$ cat src/rtl/cpu_controller_pkg.sv
// Shared opcode/phase encodings for the 8-bit RISC CPU controller.
// Optional build macro used elsewhere: CPU_CONTROLLER_PERF_EN.
package cpu_controller_pkg;

  localparam int PHASE_WIDTH = 3;

  localparam logic [2:0] OP_HLT = 3'd0;
  localparam logic [2:0] OP_SKZ = 3'd1;
  localparam logic [2:0] OP_ADD = 3'd2;
  localparam logic [2:0] OP_AND = 3'd3;
  localparam logic [2:0] OP_XOR = 3'd4;
  localparam logic [2:0] OP_LDA = 3'd5;
  localparam logic [2:0] OP_STO = 3'd6;
  localparam logic [2:0] OP_JMP = 3'd7;

  localparam logic [PHASE_WIDTH-1:0] PHASE_INST_ADDR  = 3'd0;
  localparam logic [PHASE_WIDTH-1:0] PHASE_INST_FETCH = 3'd1;
  localparam logic [PHASE_WIDTH-1:0] PHASE_INST_LOAD  = 3'd2;
  localparam logic [PHASE_WIDTH-1:0] PHASE_IDLE       = 3'd3;
  localparam logic [PHASE_WIDTH-1:0] PHASE_OP_ADDR    = 3'd4;
  localparam logic [PHASE_WIDTH-1:0] PHASE_OP_FETCH   = 3'd5;
  localparam logic [PHASE_WIDTH-1:0] PHASE_ALU_OP     = 3'd6;
  localparam logic [PHASE_WIDTH-1:0] PHASE_STORE      = 3'd7;

  // Opcodes whose result passes through the ALU into the accumulator.
  function automatic logic is_aluop(input logic [2:0] op);
    return (op == OP_ADD) || (op == OP_AND) || (op == OP_XOR) || (op == OP_LDA);
  endfunction

endpackage

$ cat src/rtl/cpu_controller_if.sv
// Controller <-> datapath strobe bundle; master = controller, slave = datapath.
// Strobes are level signals qualified by the phase; there is no valid/ready handshake.
interface cpu_controller_if;
  import cpu_controller_pkg::*;

  logic [2:0]             opcode;
  logic                   zero;
  logic                   sel;
  logic                   rd;
  logic                   ld_ir;
  logic                   inc_pc;
  logic                   ld_pc;
  logic                   ld_ac;
  logic                   wr;
  logic                   data_e;
  logic                   halt;
  logic [PHASE_WIDTH-1:0] phase;

  modport master (
    input  opcode, zero,
    output sel, rd, ld_ir, inc_pc, ld_pc, ld_ac, wr, data_e, halt, phase
  );

  modport slave (
    output opcode, zero,
    input  sel, rd, ld_ir, inc_pc, ld_pc, ld_ac, wr, data_e, halt, phase
  );

endinterface

$ cat src/rtl/cpu_phase_counter.sv
// Free-running 8-phase instruction cycle counter; holds its value while frozen.
module cpu_phase_counter
  import cpu_controller_pkg::*;
(
    input  logic                   clk,
    input  logic                   rst_n,
    input  logic                   freeze,
    output logic [PHASE_WIDTH-1:0] phase
);

    always_ff @(posedge clk or negedge rst_n) begin
        if (!rst_n) begin
            phase <= PHASE_INST_ADDR;
        end else if (!freeze) begin
            phase <= phase + 3'd1;
        end
    end

endmodule

$ cat src/rtl/cpu_controller.sv
// Instruction sequencer: decodes phase/opcode/zero into datapath strobes.
// Build macro CPU_CONTROLLER_PERF_EN adds a saturating retired-instruction counter.
module cpu_controller
  import cpu_controller_pkg::*;
(
    input  logic clk,
    input  logic rst_n,
    cpu_controller_if.master bus
`ifdef CPU_CONTROLLER_PERF_EN
    ,
    output logic [15:0] instr_count
`endif
);

    logic [PHASE_WIDTH-1:0] phase;
    logic                   halted;
    logic                   aluop;

    cpu_phase_counter u_phase (
        .clk    (clk),
        .rst_n  (rst_n),
        .freeze (halted),
        .phase  (phase)
    );

    // HLT still bumps the PC in OP_ADDR; the counter then parks at OP_FETCH.
    always_ff @(posedge clk or negedge rst_n) begin
        if (!rst_n) begin
            halted <= 1'b0;
        end else if (phase == PHASE_OP_ADDR && bus.opcode == OP_HLT) begin
            halted <= 1'b1;
        end
    end

`ifdef CPU_CONTROLLER_PERF_EN
    always_ff @(posedge clk or negedge rst_n) begin
        if (!rst_n) begin
            instr_count <= 16'd0;
        end else if (phase == PHASE_STORE && !halted && instr_count != 16'hFFFF) begin
            instr_count <= instr_count + 16'd1;
        end
    end
`endif

    assign aluop     = is_aluop(bus.opcode);
    assign bus.phase = phase;
    assign bus.halt  = halted;

    always_comb begin
        bus.sel    = 1'b0;
        bus.rd     = 1'b0;
        bus.ld_ir  = 1'b0;
        bus.inc_pc = 1'b0;
        bus.ld_pc  = 1'b0;
        bus.ld_ac  = 1'b0;
        bus.wr     = 1'b0;
        bus.data_e = 1'b0;
        if (!halted) begin
            case (phase)
                PHASE_INST_ADDR: begin
                    bus.sel = 1'b1;
                end
                PHASE_INST_FETCH: begin
                    bus.sel = 1'b1;
                    bus.rd  = 1'b1;
                end
                PHASE_INST_LOAD, PHASE_IDLE: begin
                    bus.sel   = 1'b1;
                    bus.rd    = 1'b1;
                    bus.ld_ir = 1'b1;
                end
                PHASE_OP_ADDR: begin
                    bus.inc_pc = 1'b1;
                end
                PHASE_OP_FETCH: begin
                    bus.rd = aluop;
                end
                PHASE_ALU_OP: begin
                    bus.rd     = aluop;
                    bus.inc_pc = (bus.opcode == OP_SKZ) && bus.zero;
                    bus.ld_pc  = (bus.opcode == OP_JMP);
                    bus.data_e = (bus.opcode == OP_STO);
                end
                default: begin
                    bus.rd     = aluop;
                    bus.ld_ac  = aluop;
                    bus.inc_pc = (bus.opcode == OP_JMP);
                    bus.ld_pc  = (bus.opcode == OP_JMP);
                    bus.wr     = (bus.opcode == OP_STO);
                    bus.data_e = (bus.opcode == OP_STO);
                end
            endcase
        end
    end

endmodule

$ cat src/flat_wrapper.sv
// flat-port wrapper written by rule: the top's interface ports become plain ports
module cpu_controller_flat import cpu_controller_pkg::*;
  (clk, rst_n, bus_opcode, bus_zero, bus_sel, bus_rd, bus_ld_ir, bus_inc_pc, bus_ld_pc, bus_ld_ac, bus_wr, bus_data_e, bus_halt, bus_phase);
  cpu_controller_if bus_i ();
  input  logic clk;
  input  logic rst_n;
  input wire logic [$bits(bus_i.opcode)-1:0] bus_opcode;
  input wire logic [$bits(bus_i.zero)-1:0] bus_zero;
  output wire logic [$bits(bus_i.sel)-1:0] bus_sel;
  output wire logic [$bits(bus_i.rd)-1:0] bus_rd;
  output wire logic [$bits(bus_i.ld_ir)-1:0] bus_ld_ir;
  output wire logic [$bits(bus_i.inc_pc)-1:0] bus_inc_pc;
  output wire logic [$bits(bus_i.ld_pc)-1:0] bus_ld_pc;
  output wire logic [$bits(bus_i.ld_ac)-1:0] bus_ld_ac;
  output wire logic [$bits(bus_i.wr)-1:0] bus_wr;
  output wire logic [$bits(bus_i.data_e)-1:0] bus_data_e;
  output wire logic [$bits(bus_i.halt)-1:0] bus_halt;
  output wire logic [$bits(bus_i.phase)-1:0] bus_phase;
  assign bus_i.opcode = bus_opcode;
  assign bus_i.zero = bus_zero;
  assign bus_sel = bus_i.sel;
  assign bus_rd = bus_i.rd;
  assign bus_ld_ir = bus_i.ld_ir;
  assign bus_inc_pc = bus_i.inc_pc;
  assign bus_ld_pc = bus_i.ld_pc;
  assign bus_ld_ac = bus_i.ld_ac;
  assign bus_wr = bus_i.wr;
  assign bus_data_e = bus_i.data_e;
  assign bus_halt = bus_i.halt;
  assign bus_phase = bus_i.phase;
  cpu_controller u_core (.clk(clk), .rst_n(rst_n), .bus(bus_i));
endmodule
$ cat config.mk
export PLATFORM = sky130hd
export DESIGN_NAME = cpu_controller_flat
export DESIGN_NICKNAME = d
export VERILOG_FILES = /design/src/rtl/cpu_controller_pkg.sv /design/src/rtl/cpu_controller_if.sv /design/src/rtl/cpu_phase_counter.sv /design/src/rtl/cpu_controller.sv /design/src/flat_wrapper.sv
export SDC_FILE = /design/constraint.sdc
export NUM_CORES = 1
export LEC_CHECK = 0
export CORE_AREA = 2 2 39 41
export DETAILED_ROUTE_END_ITERATION = 7
export DIE_AREA = 0 0 41 43
export SYNTH_ARGS = -nofsm -noshare
export SYNTH_HDL_FRONTEND = slang
export SYNTH_SLANG_ARGS = --single-unit
$ cat constraint.sdc
create_clock -name clk -period 2 [get_ports clk]
set_input_delay 0.3 -clock clk [delete_from_list [all_inputs] [get_ports clk]]
set_output_delay 0.3 -clock clk [all_outputs]
set_load 0.02 [all_outputs]
==> flow_metrics.tcl, run 1 <==
set metrics [dict create \
    hpwlAfterDp_um 736.4 \
    firstDrtPassIters 2 \
    cts.sinks 4 \
    path_clk_slew_ps 40 \
    synth.ff_latch_count 4 \
    die-area_um2 1763 \
    worstPathRequired_ps 1700 \
    cpMaxStageDelayCell "dfrtp_1" \
    worstMarginPinSlew_ps 290.9 \
    io_pins 18 \
    finalInstanceArea_um2 646.9 \
    hold_violations 0 \
    die_h_um 43 \
    totalWireLength_um 911 \
    outcome "finished clean" \
    detail-route-antenna-nets 0 \
    total_leakage_power_nw 0.3344 \
    area.growth.synth_to_final_pct 82.04 \
    rows 14 \
    num-nets-final 77 \
    yosysUniqueCellTypes 24 \
    chipWidth_um 41 \
    path_class "reg -> out" \
    timing.final.crit_period_ps 1937 \
    via_count 367 \
    portBuffers 17 \
    fin_skew_ps 2.458 \
    cpPeakStageDelay_ps 390 \
    max-cap-violations 0 \
    synth.net_count 48 \
    min_path_type "in -> async" \
    largest_net_degree_at_the_start_of_global_routing 7 \
    grt.overflow.total 0 \
    ir_worst_vdd_mv 0.6947 \
    h_tree_level_count 1 \
    utilization_pct 46.75 \
    ctsHoldBuffers 0 \
    slew_viol_final 0 \
    critPathCaptureType "output port" \
    worst-endpoint-arrival_ps 1640 \
    average_wire_length_per_cell_after_detail_routing_um 11.39 \
    yosysWarningCount 0 \
    number_of_antenna_violations_at_the_first_check_in_global_routing 0 \
    area_of_the_core_um2 1384 \
    antenna-diode-count 0 \
    post_synth.cell_area_avg_um2 9.604 \
    cts_buffer_depth 2 \
    timing.critical_path.cells "inv_1, ha_1, nand3_1, nor4_2, a221o_1, clkdlybuf4s15_2" \
    cts-buffers-inserted 3 \
    finalWeightedCongestion 0.6795 \
    final_layout_size_suffix_gt1_share_pct 37.50 \
    post-place-cells 77 \
    power-per-cell-area_nw_per_um2 1581 \
    crit_fanout 3 \
    gr-usage-all-layers_pct 11.20 \
    post-layout-total-power_mw 1.023 \
    drt_iter0_markers 2 \
    wire_length_of_the_first_global_routing_pass_mm 1.407 \
    synth_sequential_area_ratio_pct 28.17 \
    fmax_mhz 516.2 \
    grt_setup_unrepaired "yes" \
    timing.max_slew.rel_slack_pct 80.61 \
    initial_utilization_pct 25.68 \
    worstSetupStartpointType "flop" \
    first_global_vias 356 \
    cts-root-buf "clkbuf_4" \
    post_place_cell_area_um2 606.8 \
    syn-cell-area_um2 355.3 \
    fin_crit_sh_pct 96.87 \
    drc_markers 0 \
    detail_route.vias_per_cell 4.588 \
    stdcell_count 80 \
    endpoints_failing_setup 0 \
    syn_inst 37 \
    insertion_delay_ps 230 \
    clock_tree_from_tritoncts "built" \
]
registers in the layout (all words and copies together), names as in the netlist:
signal,flops
u_core.bus.halt,1
u_core.u_phase.phase,3
path summary, 6_finish.rpt:
path	startpoint	end	slack (ps)	depth (start not counted)
min	rst_n	u_core.u_phase.phase[2]	270	1
min reg2reg	u_core.u_phase.phase[0]	u_core.u_phase.phase[0]	610	2
max reg2reg	u_core.u_phase.phase[0]	u_core.u_phase.phase[2]	770	4
max	u_core.u_phase.phase[0]	bus_inc_pc	60	6
min in group clk	bus_opcode[2]	u_core.bus.halt	560	3
max in group asynchronous	rst_n	u_core.u_phase.phase[1]	1560	1
worst max-delay path: cells and delay by family (launching register included):
| kind | cells | cell delay (ps) |
|---|---|---|
| flip-flops | 1 | 390 |
| buffers and inverters | 2 | 340 |
| AND/OR/NAND/NOR | 2 | 320 |
| adder cells (fa/ha/maj) | 1 | 210 |
| AO/OA/AOI/OAI | 1 | 150 |
per-layer routing:
metal | vias to the layer above | track usage, % | wire length (µm)
li1 | 185 | - | -
met1 | 167 | 14.05 | 380
met2 | 15 | 18.13 | 445
met3 | 0 | 2.094 | 86
met4 | 0 | 4.000 | 0
met5 | - | 0 | 0
cells by family after synthesis:
family | Yosys count | share of synthesized area, %
adders and majority gates | 5 | 17.61
buffers and inverters | 4 | 4.576
muxes | 1 | 3.169
DFF | 4 | 28.17
and+or+nand+nor | 16 | 30.28
xor gates and xnor gates | 2 | 4.930
AOI/OAI and AO/OA | 5 | 11.27
cells in the mapped netlist:
library cell  instances  area (µm²)
and3_4                1       11.26
nand2_1               1       3.750
a221o_1               1       10.01
nor4b_1               1       8.760
nand2b_4              1       13.76
nor2_1                5       18.77
buf_2                 1       5.000
o21ba_2               1       10.01
inv_1                 2       7.510
nand3_1               1       5.000
and2_1                1       6.260
and3b_4               1       12.51
mux2_2                1       11.26
ha_1                  5       62.56
o22ai_1               1       6.260
and4b_1               1       10.01
and3_1                1       6.260
nor3_1                1       5.000
nor4_1                1       6.260
dfrtp_1               4       100.1
a31o_2                1       8.760
xnor2_1               2       17.52
o21ai_0               1       5.000
inv_2                 1       3.750
metrics by stage:
step / TNS [ps] / hold WS [ps] / worst slack [ps]
floorplan: 0 / 4.409 / 268.5
finish: 0 / 271.8 / 62.65
detailed placement: -1171 / 512.7 / -295.0
global placement: -1110 / 509.5 / -268.5
CTS: 0 / 268.0 / 1.911
global route: -48.04 / 278.0 / -48.04
area by class of cell:
type                       count  area (µm²)
clock buffer                   3       22.52
fill                         142       737.0
inverter                       3       11.26
multi-input combinational     29       266.5
sequential                     4       100.1
tap                           16       20.02
timing repair buffer          25       226.5
cell usage in the layout (no fill, tap or decap), types with 2 or more instances in the layout:
cell             n
clkdlybuf4s50_1  8
dfrtp_1          4
buf_4            8
dlymetal6s2s_1   2
inv_1            2
dlygate4sd2_1    3
nor2_1           4
ha_1             5
clkbuf_4         3
where the power goes:
| part | total [mW] | leakage [nW] | switching [mW] | internal, mW |
|---|---|---|---|---|
| Sequential | 0.184 | 0.0471 | 0.0575 | 0.126 |
| Clock | 0.0942 | 0.0138 | 0.0275 | 0.0667 |
| Combinational | 0.745 | 0.274 | 0.352 | 0.392 |
timing repair:
item / CTS / global route
setup endpoints to repair: 6 / 5
buffers inserted: 0 / 0
resized for setup: 10 / 10
Power figures use the tool's default switching activity.
==> run 2: changes to the inputs <==
--- a/config.mk
+++ b/config.mk
@@ -8,6 +8,7 @@
 export CORE_AREA = 2 2 39 41
 export DETAILED_ROUTE_END_ITERATION = 7
 export DIE_AREA = 0 0 41 43
+export SKIP_CTS_REPAIR_TIMING = 1
 export SYNTH_ARGS = -nofsm -noshare
 export SYNTH_HDL_FRONTEND = slang
 export SYNTH_SLANG_ARGS = --single-unit
==> flow_metrics.tcl, run 2 (synthesis results as in run 1) <==
set metrics [dict create \
    initial_utilization_pct 25.68 \
    first_global_vias 356 \
    worstPathRequired_ps 1700 \
    largest_register_ffs 3 \
    reg2reg_to "u_core.u_phase.phase[2]" \
    gr-usage-all-layers_pct 11.20 \
    h_tree_level_count 1 \
    ir_worst_vdd_mv 0.6659 \
    post_place_cell_area_um2 606.8 \
    via_count 361 \
    firstDrtPassIters 2 \
    ff2ff_setup_slack_ps 740 \
    critPathCaptureType "output port" \
    fmax_mhz 509.5 \
    path_class "in -> out" \
    hold_violations 0 \
    rows 14 \
    outcome "finished clean" \
    finalWeightedCongestion 0.6795 \
    endpoints_failing_setup 0 \
    worst-endpoint-arrival_ps 1660 \
    timing.max_slew.rel_slack_pct 82.37 \
    timing.final.crit_period_ps 1963 \
    detail-route-antenna-nets 0 \
    clock_tree_from_tritoncts "built" \
    largest_net_degree_at_the_start_of_global_routing 7 \
    min_path_type "in -> async" \
    finalSetupTns_ps 0 \
    grt.overflow.total 0 \
    max-cap-violations 0 \
    cts-root-buf "clkbuf_4" \
    hpwlAfterDp_um 736.4 \
    launch_instance_of_the_worst_register_to_register_path "u_core.u_phase.phase[0]" \
    totalWireLength_um 858 \
    number_of_antenna_violations_at_the_first_check_in_global_routing 0 \
    final_layout_size_suffix_gt1_share_pct 32.81 \
    die-area_um2 1763 \
    total_leakage_power_nw 0.4025 \
    chipWidth_um 41 \
    largest_register "u_core.u_phase.phase" \
    detail_route.vias_per_cell 4.513 \
    insertion_delay_ps 220 \
    drt_iter0_markers 2 \
    worstSetupStartpoint "bus_opcode[1]" \
    cts_buffer_depth 2 \
    portBuffers 17 \
    drc_markers 0 \
    average_wire_length_per_cell_after_detail_routing_um 10.73 \
    area.growth.synth_to_final_pct 83.10 \
    wire_length_of_the_first_global_routing_pass_mm 1.407 \
    mostFrequentLayoutCell "clkdlybuf4s50_1" \
    path_clk_slew_ps 30 \
    worstMarginPinSlew_ps 262.0 \
    io_pins 18 \
    slew_viol_final 0 \
    power-per-cell-area_nw_per_um2 1562 \
    area_of_the_core_um2 1384 \
    cts-buffers-inserted 3 \
    die_h_um 43 \
    finalInstanceArea_um2 650.6 \
    grt_setup_unrepaired "yes" \
    fin_crit_sh_pct 98.14 \
    antenna-diode-count 0 \
    crit_fanout 4 \
    cts.sinks 4 \
    layout.filler_cells 146 \
    fin_skew_ps 0.2077 \
    layout_common_cells "10 x clkdlybuf4s50_1, 8 x buf_4, 7 x dlymetal6s2s_1, 5 x ha_1, 4 x nor2_1" \
    rr_worst_depth 4 \
    worstSetupStartpointType "input pin" \
    num-nets-final 77 \
]
==> run 2: cell count changes in the layout (fill, tap and decap cells not counted), sizes merged <==
cell	previous run	this run
clkbuf	4	3
clkdlybuf4s15	2	0
dlygate4sd2	3	0
dlygate4sd1	1	0
dlymetal6s2s	2	7
clkdlybuf4s50	8	10
==> run 2: cell type report <==
type	count	area (µm²)	area share, %
clock buffers	3	22.52	3.462
inverters	3	11.26	1.731
multi-input cells	29	247.7	38.08
flip-flops and latches	4	101.3	15.58
well taps	16	20.02	3.077
repair buffers	25	247.7	38.08
==> run 2: how the worst max path moves through the flow <==
stage / endpoint / cells after the start / slack (ps)
CTS: bus_ld_ac / 5 / -300
global placement: bus_inc_pc / 5 / -270
global route: bus_inc_pc / 6 / -3
floorplan: bus_ld_ac / 4 / 270
finish: bus_inc_pc / 5 / 40
detailed placement: bus_inc_pc / 5 / -290
==> run 2: layer usage <==
layer / share of wire (%) / global-route usage [%] / vias to the layer above
met2: 48 / 18.13 / 15
li1: - / - / 186
met3: 10 / 2.094 / 0
met4: 0 / 4.000 / 0
met1: 41 / 14.05 / 160
met5: 0 / 0 / -
==> run 2: per-stage QoR <==
| stage | worst slack [ps] | util [%] | total power, mW | hold WS (ps) | std cells |
|---|---|---|---|---|---|
| CTS | -304.8 | 45.48 | 1.034 | 268.0 | 80 |
| finish | 37.19 | 47.02 | 1.016 | 279.1 | 80 |
| global route | -3.082 | 47.02 | 1.120 | 280.9 | 80 |
| detailed placement | -295.0 | 43.85 | 0.9342 | 512.7 | 77 |
| global placement | -268.5 | 43.85 | 0.9286 | 509.5 | 77 |
| floorplan | 268.5 | - | 0.5711 | 4.409 | 37 |
==> run 2: where the power goes <==
group / internal, mW / total, mW / switching, mW
sequential: 0.129 / 0.183 / 0.0539
clock: 0.0666 / 0.0928 / 0.0262
combinational: 0.399 / 0.741 / 0.342
==> run 2: critical path, stage by stage <==
cell	delay [ps]
clkdlybuf4s50_1	480
and3b_4	230
and3_4	170
a221o_1	280
dlymetal6s2s_1	210
==> run 3: changes to the inputs <==
--- a/config.mk
+++ b/config.mk
@@ -12,3 +12,4 @@
 export SYNTH_ARGS = -nofsm -noshare
 export SYNTH_HDL_FRONTEND = slang
 export SYNTH_SLANG_ARGS = --single-unit
+export TNS_END_PERCENT = 20
==> flow_metrics.tcl, run 3 (synthesis results as in run 1) <==
set metrics [dict create \
    cts.sinks 4 \
    final_layout_size_suffix_gt1_share_pct 32.81 \
    detail-route-antenna-nets 0 \
    timing.critical_path.cells "clkdlybuf4s50_1, xnor2_1, o22ai_1, o21ba_2, clkdlybuf4s50_1" \
    launch_instance_of_the_worst_register_to_register_path "u_core.u_phase.phase[0]" \
    hpwlAfterDp_um 736.4 \
    switching_share_of_total_power_pct 41.43 \
    clock_tree_from_tritoncts "built" \
    share_comb_of_total_power_pct 73.0 \
    antenna-diode-count 0 \
    highest_layer "met3" \
    cts_buffer_depth 2 \
    h_tree_level_count 1 \
    ff2ff_setup_slack_ps 740 \
    worstMarginPinSlew_ps 262.0 \
    timing.max_slew.rel_slack_pct 82.37 \
    grt_setup_unrepaired "yes" \
    finalSetupTns_ps -190.5 \
    path_clk_slew_ps 30 \
    number_of_antenna_violations_at_the_first_check_in_global_routing 0 \
    stdcell_count 80 \
    area.growth.synth_to_final_pct 82.39 \
    power.share.sequential_pct 17.9 \
    finalWorstSetupSlack_ps -190.5 \
    largest_net_degree_at_the_start_of_global_routing 7 \
    utilization_pct 46.84 \
    wire_length_of_the_first_global_routing_pass_mm 1.407 \
    failed_checks "negative setup slack" \
    fin_crit_sh_pct 109.5 \
    cts-buffers-inserted 3 \
    crit_fanout 4 \
    endpoints_failing_setup 1 \
    cts-root-buf "clkbuf_4" \
    initial_utilization_pct 25.68 \
    max-cap-violations 0 \
    mostFrequentLayoutCell "clkdlybuf4s50_1" \
    rows 14 \
    grt.overflow.total 0 \
    chipWidth_um 41 \
    layout_common_cells "11 x clkdlybuf4s50_1, 8 x buf_4, 6 x dlymetal6s2s_1, 5 x ha_1, 4 x nor2_1" \
    detail_route.vias_per_cell 4.513 \
    p_sw_mw 0.4225 \
    average_wire_length_per_cell_after_detail_routing_um 10.70 \
    num-nets-final 77 \
    slew_viol_final 0 \
    largest_register "u_core.u_phase.phase" \
    cpMaxStageDelayCell "clkdlybuf4s50_1" \
    firstDrtPassIters 2 \
    path_class "in -> out" \
    die-area_um2 1763 \
    total_leakage_power_nw 0.3894 \
    dp_slack_ps -295.0 \
    min_path_type "in -> async" \
    critical_path.most_common_cell "clkdlybuf4s50_1" \
    drt_iter0_markers 2 \
    finalWeightedCongestion 0.6795 \
    finalInstanceArea_um2 648.1 \
    reg2reg_to "u_core.u_phase.phase[2]" \
    ir_worst_vdd_mv 0.6681 \
    met3WireLength_um 90 \
    worst-endpoint-arrival_ps 1890 \
    rr_worst_depth 4 \
    outcome "complete, but fails checks" \
    post-place-cells 77 \
    totalWireLength_um 856 \
    fmax_mhz 456.5 \
    detailroute.wirelength.met2_um 411 \
    drc_markers 0 \
    cpPeakStageDelay_ps 520 \
    timing.final.crit_period_ps 2191 \
    post_place_cell_area_um2 606.8 \
    io_pins 18 \
    power.clock.fraction_pct 9.1 \
    via_count 361 \
    internal_power_summed_over_all_cells_mw 0.5972 \
    route.layer.met1.wl_um 354 \
    insertion_delay_ps 220 \
    layout.filler_cells 147 \
    die_h_um 43 \
    worstSetupStartpointType "input pin" \
    hold_violations 0 \
    power-per-cell-area_nw_per_um2 1573 \
    worstPathRequired_ps 1700 \
    critPathCaptureType "output port" \
    gr-usage-all-layers_pct 11.20 \
    first_global_vias 356 \
    area_of_the_core_um2 1384 \
    portBuffers 17 \
    fin_skew_ps 0.2077 \
    largest_register_ffs 3 \
]
[run 3: changes by cell type in the layout (fill, tap and decap cells not counted), sizes merged]
cell | before | now
clkdlybuf4s50 | 10 | 11
dlymetal6s2s | 7 | 6
[run 3: final cells by class]
type / instances / area, µm² / share of cell area, %
multi-input cells: 29 / 247.7 / 38.22
repair buffers: 25 / 245.2 / 37.84
flip-flops and latches: 4 / 101.3 / 15.64
clock buffers: 3 / 22.52 / 3.475
well taps: 16 / 20.02 / 3.089
inverters: 3 / 11.26 / 1.737
[run 3: worst max-delay path: cells and delay by family]
family,cells,cell delay (ps)
xor+xnor,1,270
compound gates,2,320
buf+inv,2,1000
[run 3: worst max path at each step]
stage	slack, ps	start	to	cells past startpoint
global route	-290	u_core.u_phase.phase[1]	bus_rd	6
global placement	-270	bus_opcode[1]	bus_inc_pc	5
finish	-190	bus_opcode[1]	bus_rd	5
CTS	-300	u_core.u_phase.phase[1]	bus_ld_ac	5
floorplan	270	u_core.u_phase.phase[0]	bus_ld_ac	4
detailed placement	-290	bus_opcode[1]	bus_inc_pc	5
[run 3: power groups by stage]
stage / logic, mW / registers [mW] / clock network, mW
3_5_place_dp: 0.751 / 0.183 / 0
5_1_grt: 0.827 / 0.193 / 0.103
6_report: 0.744 / 0.183 / 0.0928
2_1_floorplan: 0.336 / 0.235 / 0
3_3_place_gp: 0.744 / 0.184 / 0
4_1_cts: 0.753 / 0.182 / 0.0992
[run 3: per-stage QoR]
stage | power, mW | hold WS [ps]
final | 1.020 | 279.1
after global routing | 1.123 | 280.9
after CTS | 1.034 | 268.0
after detailed placement | 0.9342 | 512.7
after global placement | 0.9286 | 509.5
after floorplan | 0.5711 | 4.409
[run 3: metal layers]
metal	up-vias	GRT usage, %
met5	-	0
met3	0	2.094
met1	160	14.05
met2	15	18.13
met4	0	4.000
li1	186	-
